**src/rtl/fano_pkg.sv**
```systemverilog
// Shared constants and types for the PRBS-15 generator/checker pair that sits
// behind fano_decoder.
package fano_pkg;

  localparam int PRBS15_LEN         = 15;
  localparam int PRBS15_TAP_HI      = 14;
  localparam int PRBS15_TAP_LO      = 13;
  localparam int DEFAULT_VERIFY_LEN = 64;

  typedef enum logic [1:0] {
    SEARCH = 2'd0,
    VERIFY = 2'd1,
    LOCK   = 2'd2
  } ber_state_e;

endpackage

```
**src/rtl/prs_lfsr15.sv**
```systemverilog
// PRBS-15 (x^15+x^14+1) shift register: load_en shifts in an external bit,
// shift_en free-runs by shifting in its own prediction. Shared with prs_gen.
module prs_lfsr15
  import fano_pkg::*;
(
  input  logic clk,
  input  logic reset,
  input  logic load_en,
  input  logic shift_en,
  input  logic i_bit,
  output logic o_pred
);

  logic [PRBS15_LEN-1:0] lfsr_q, lfsr_d;

  assign o_pred = lfsr_q[PRBS15_TAP_HI] ^ lfsr_q[PRBS15_TAP_LO];

  always_comb begin
    lfsr_d = lfsr_q;
    if (load_en) begin
      lfsr_d = {lfsr_q[PRBS15_LEN-2:0], i_bit};
    end else if (shift_en) begin
      lfsr_d = {lfsr_q[PRBS15_LEN-2:0], o_pred};
    end
  end

  always_ff @(posedge clk or posedge reset) begin
    if (reset) begin
      lfsr_q <= '0;
    end else begin
      lfsr_q <= lfsr_d;
    end
  end

endmodule

```
**config.mk**
```make
export PLATFORM = sky130hd
export DESIGN_NAME = prs_lfsr15
export DESIGN_NICKNAME = d
export VERILOG_FILES = /design/src/rtl/fano_pkg.sv /design/src/rtl/prs_lfsr15.sv
export SDC_FILE = /design/constraint.sdc
export NUM_CORES = 1
export LEC_CHECK = 0
export ABC_AREA = 1
export BUFFER_PORTS_ARGS = -buffer_cell sky130_fd_sc_hd__buf_2
export CORE_AREA = 5 5 42 44
export DETAILED_ROUTE_END_ITERATION = 10
export DIE_AREA = 0 0 47 49
export PLACE_DENSITY = 0.7
export SLEW_MARGIN = 15
export SYNTH_ARGS = -nofsm -noshare
export SYNTH_HDL_FRONTEND = slang
export SYNTH_SLANG_ARGS = --single-unit
```
**constraint.sdc**
```tcl
create_clock -name clk -period 1 [get_ports clk]
set_clock_uncertainty 0.05 [all_clocks]
set_input_delay 0.05 -clock clk [delete_from_list [all_inputs] [get_ports clk]]
set_output_delay 0.05 -clock clk [all_outputs]
set_load 0.01 [all_outputs]
```
After elaboration in Yosys (flattened, before gate mapping):

Index checks and enable logic that the tools add are counted.

* register bits after elaboration: 15
* input port bits: 5
* word-level logic and storage cells: 5

* multiplexer cells: 2
* bitwise operators: 1
* reduce and logical (&&, ||, !) cells: 1

Operator list (count)
* two-way mux 15 bit: 2
* nonzero test 2 bit: 1
* XOR 1 bit: 1

Longest topological paths before layout:

* depth after elaboration: 3
* gate-level depth with buffers: 4

Worst setup path after synthesis:

No wires, ideal clock.

* kind: register to register
* from: register lfsr_q[13]
* to: register lfsr_q[0]
* setup time: 0.121 ns
* data arrival time: 0.609 ns
* data required time: 0.829 ns
* setup slack: 0.220 ns
* stages on the path, launching flop included: 5
* buffers on the path: 0
* clock period less this slack: 0.780 ns
* cells stage by stage: dfrtp_1 > inv_1 > nand2_1 > nand3_1 > nand2_1

* word-level cells in the longest chain between the ends: 3

Ends and longest elaborated chain
* start, declared: RTL line prs_lfsr15.sv:14 `logic [PRBS15_LEN-1:0] lfsr_q, lfsr_d;`
* start signal, assigned: RTL line prs_lfsr15.sv:31 `lfsr_q <= lfsr_d;`
* XOR 1 bit: RTL line prs_lfsr15.sv:16 `assign o_pred = lfsr_q[PRBS15_TAP_HI] ^ lfsr_q[PRBS15_TAP_LO];`
* two-way mux 15 bit: RTL line prs_lfsr15.sv:22 `end else if (shift_en) begin`
* two-way mux 15 bit: RTL line prs_lfsr15.sv:20 `if (load_en) begin`

Every way passes these cells. The select of a mux whose other input is x is not followed.
A chain may end at the register's enable or synchronous reset.

Final worst setup path:

* from: register lfsr_q[14]
* to: output o_pred

* word-level cells in the longest chain between the ends: 1

Ends and longest elaborated chain
* XOR 1 bit: RTL line prs_lfsr15.sv:16
* end, declared: RTL line prs_lfsr15.sv:11 `output logic o_pred`

Every way passes these cells.

==> flow_metrics.env <==
export IMPL_cp_start_kind="flop"
export IMPL_routedWlPerCell_um=9.98
export IMPL_diodes=0
export IMPL_yosys_warnings=0
export IMPL_cts_sinks=15
export IMPL_antenna_found_initial=0
export IMPL_cts_made_buffers=3
export IMPL_clockBufferDepth=2
export IMPL_dpl_cell_area_um2=691
export IMPL_slew_viol_final=0
export IMPL_reg2reg_to="lfsr_q[0]$_DFFE_PP0P_"
export IMPL_gp_congestion=0.614
export IMPL_synthToLayoutAreaGrowth_pct=18.0
export IMPL_tightest_slew_ns=0.189
export IMPL_r2r_slack_ns=0.06
export IMPL_ys_seq_elements=15
export IMPL_grt_pass1_wl_um=1780
export IMPL_crit_fanout=3
export IMPL_cts_clk_slew_worst_paths_ns=0.08
export IMPL_grt_use_total_pct=10.6
export IMPL_viasPerCell=4.62
export IMPL_fin_crit_sh_pct=113
export IMPL_finalWorstSetupSlack_ns=-0.125
export IMPL_hp_start="load_en"
export IMPL_worstPathRequired_ns=0.90
export IMPL_hp_class="in2reg"
export IMPL_ant_nets=0
export IMPL_die_w_um=47
export IMPL_violations="setup timing"
export IMPL_p_per_area_nw_per_um2=1820
export IMPL_coreArea_um2=1400
export IMPL_start_util_pct=46.1
export IMPL_place_ws_ns=0.117
export IMPL_yosysSeqAreaShare_pct=58.1
export IMPL_grt_setup_unrepaired="yes"
export IMPL_whs_path_depth=5
export IMPL_drive_gt1_share_pct=34.2
export IMPL_criticalPathCategory="reg2out"
export IMPL_drtIter0Drc=5
export IMPL_synth_nets=71
export IMPL_syn_area_per_cell_um2=9.78
export IMPL_rows=14
export IMPL_num_fill_cells=138
export IMPL_min_to="lfsr_q[0]$_DFFE_PP0P_"
export IMPL_irDropWorstVdd_mv=0.827
export IMPL_worst_r2r_cell_count=5
export IMPL_route_detailed_drc=0
export IMPL_status="finished with violations"
export IMPL_synth_distinct_cells=13
export IMPL_grt_pass1_vias=448
export IMPL_power_leakage_nw=0.373
export IMPL_arrival_ns=1.03
export IMPL_dr_pass1_iters=2
export IMPL_clkLatencyLatePin_ns=0.27
export IMPL_dp_hpwl_um=618
export IMPL_ios=6
export IMPL_die_y_um=49
export IMPL_r2r_start="lfsr_q[14]$_DFFE_PP0P_"
export IMPL_root_buffer="clkbuf_4"
export IMPL_drt_wl_total_um=948
export IMPL_layout_nets=85
export IMPL_finalSetupViolations=1
export IMPL_p_total_mw=1.39
export IMPL_grt_max_degree=30
export IMPL_synthCells=66
export IMPL_final_cell_area_um2=762
export IMPL_fin_util_pct=54.4
export IMPL_regMostFlops="lfsr_q"
export IMPL_max_freq_mhz=889
export IMPL_cts_htree_levels=1
export IMPL_finalHoldWorstSlack_ns=0.0417
export IMPL_dr_total_vias=439
export IMPL_synthesis_area_um2=646
export IMPL_cts_tree="done"
export IMPL_hold_viol=0
export IMPL_worstSetupEndpointType="output pin"
export IMPL_reg_top3="lfsr_q x15"
export IMPL_port_buffers=5
export IMPL_min_period_ns=1.13
export IMPL_max_slew_margin_pct=87.4
export IMPL_drv_cap=0
export IMPL_overflow=0
export IMPL_largest_reg_flops=15
export IMPL_dieArea_um2=2300
==> cell usage after synthesis <==
library cell  count  area (µm²)
a21oi_1           1        5.00
a21oi_2           7        61.3
and2_1            1        6.26
buf_2             1        5.00
buf_6             2        22.5
dfrtp_1          15         375
inv_1            11        41.3
nand2_1          11        41.3
nand3_1           1        5.00
nor2_1            8        30.0
nor2_2            1        6.26
o21ai_0           4        20.0
o21ai_2           3        26.3
==> cells by family (layout without fill, tap and decap cells) <==
kind of cell	Yosys count	count (layout)	share of synthesized area (%)
AO/OA/AOI/OAI	15	15	17.4
buffers and inverters	14	27	10.7
flip-flops	15	15	58.1
AND/OR/NAND/NOR	22	22	13.8
==> cell usage in the layout, fill, tap and decap left out, drive strengths merged <==
cell	n
and2	1
nor2	9
inv	11
clkbuf	4
nand3	1
a21oi	8
buf	10
nand2	11
dfrtp	15
dlygate4sd3	2
o21ai	7
==> worst max-delay path by stage <==
stage / start / endpoint / slack (ns) / cells past startpoint
6_report: lfsr_q[14]$_DFFE_PP0P_ / o_pred / -0.13 / 4
5_1_grt: lfsr_q[14]$_DFFE_PP0P_ / o_pred / -0.20 / 3
4_1_cts: lfsr_q[14]$_DFFE_PP0P_ / o_pred / -0.14 / 4
3_5_place_dp: lfsr_q[13]$_DFFE_PP0P_ / o_pred / 0.12 / 4
3_3_place_gp: lfsr_q[13]$_DFFE_PP0P_ / o_pred / 0.15 / 4
2_1_floorplan: lfsr_q[13]$_DFFE_PP0P_ / lfsr_q[0]$_DFFE_PP0P_ / 0.22 / 4
==> metal layers <==
| layer | track usage, % | up-vias | wire length [µm] |
|---|---|---|---|
| met5 | 0 | - | 0 |
| met1 | 13.3 | 202 | 422 |
| met3 | 2.21 | 2 | 51 |
| met4 | 5.53 | 0 | 9 |
| li1 | - | 229 | - |
| met2 | 16.5 | 6 | 465 |
==> worst max-delay path, cell delays in order, from the launching register on <==
cell and delay [ns]:
dfrtp_1 0.41, inv_2 0.06, nand2_2 0.05, and2_1 0.12, buf_2 0.13
==> layout make-up <==
class | count | area [µm²] | area share, %
inverters | 11 | 41.3 | 5.42
clock buffers | 4 | 26.3 | 3.45
multi-input cells | 37 | 204 | 26.8
well taps | 16 | 20.0 | 2.63
flip-flops and latches | 15 | 375 | 49.3
repair buffers | 12 | 95.1 | 12.5
==> power breakdown <==
group	internal [mW]	leakage, nW	total [mW]	switching, mW
clock network	0.154	0.0150	0.322	0.168
logic	0.142	0.182	0.302	0.160
registers	0.714	0.176	0.761	0.0476
==> through the flow <==
step	setup TNS, ns	cells
after detailed placement	0	86
after global routing	-0.211	95
after floorplan	0	66
after CTS	-0.143	94
final	-0.125	95
after global placement	0	86
==> repair_timing <==
item | in CTS | in global routing
resized for setup | 2 | 1
pin swaps | 1 | 1
endpoints found under the hold margin | 16 | 0
hold buffers | 2 | 0
buffers inserted | 2 | 1
setup endpoints to repair | 1 | 2
Note: power is estimated with default switching activity, not from simulation.
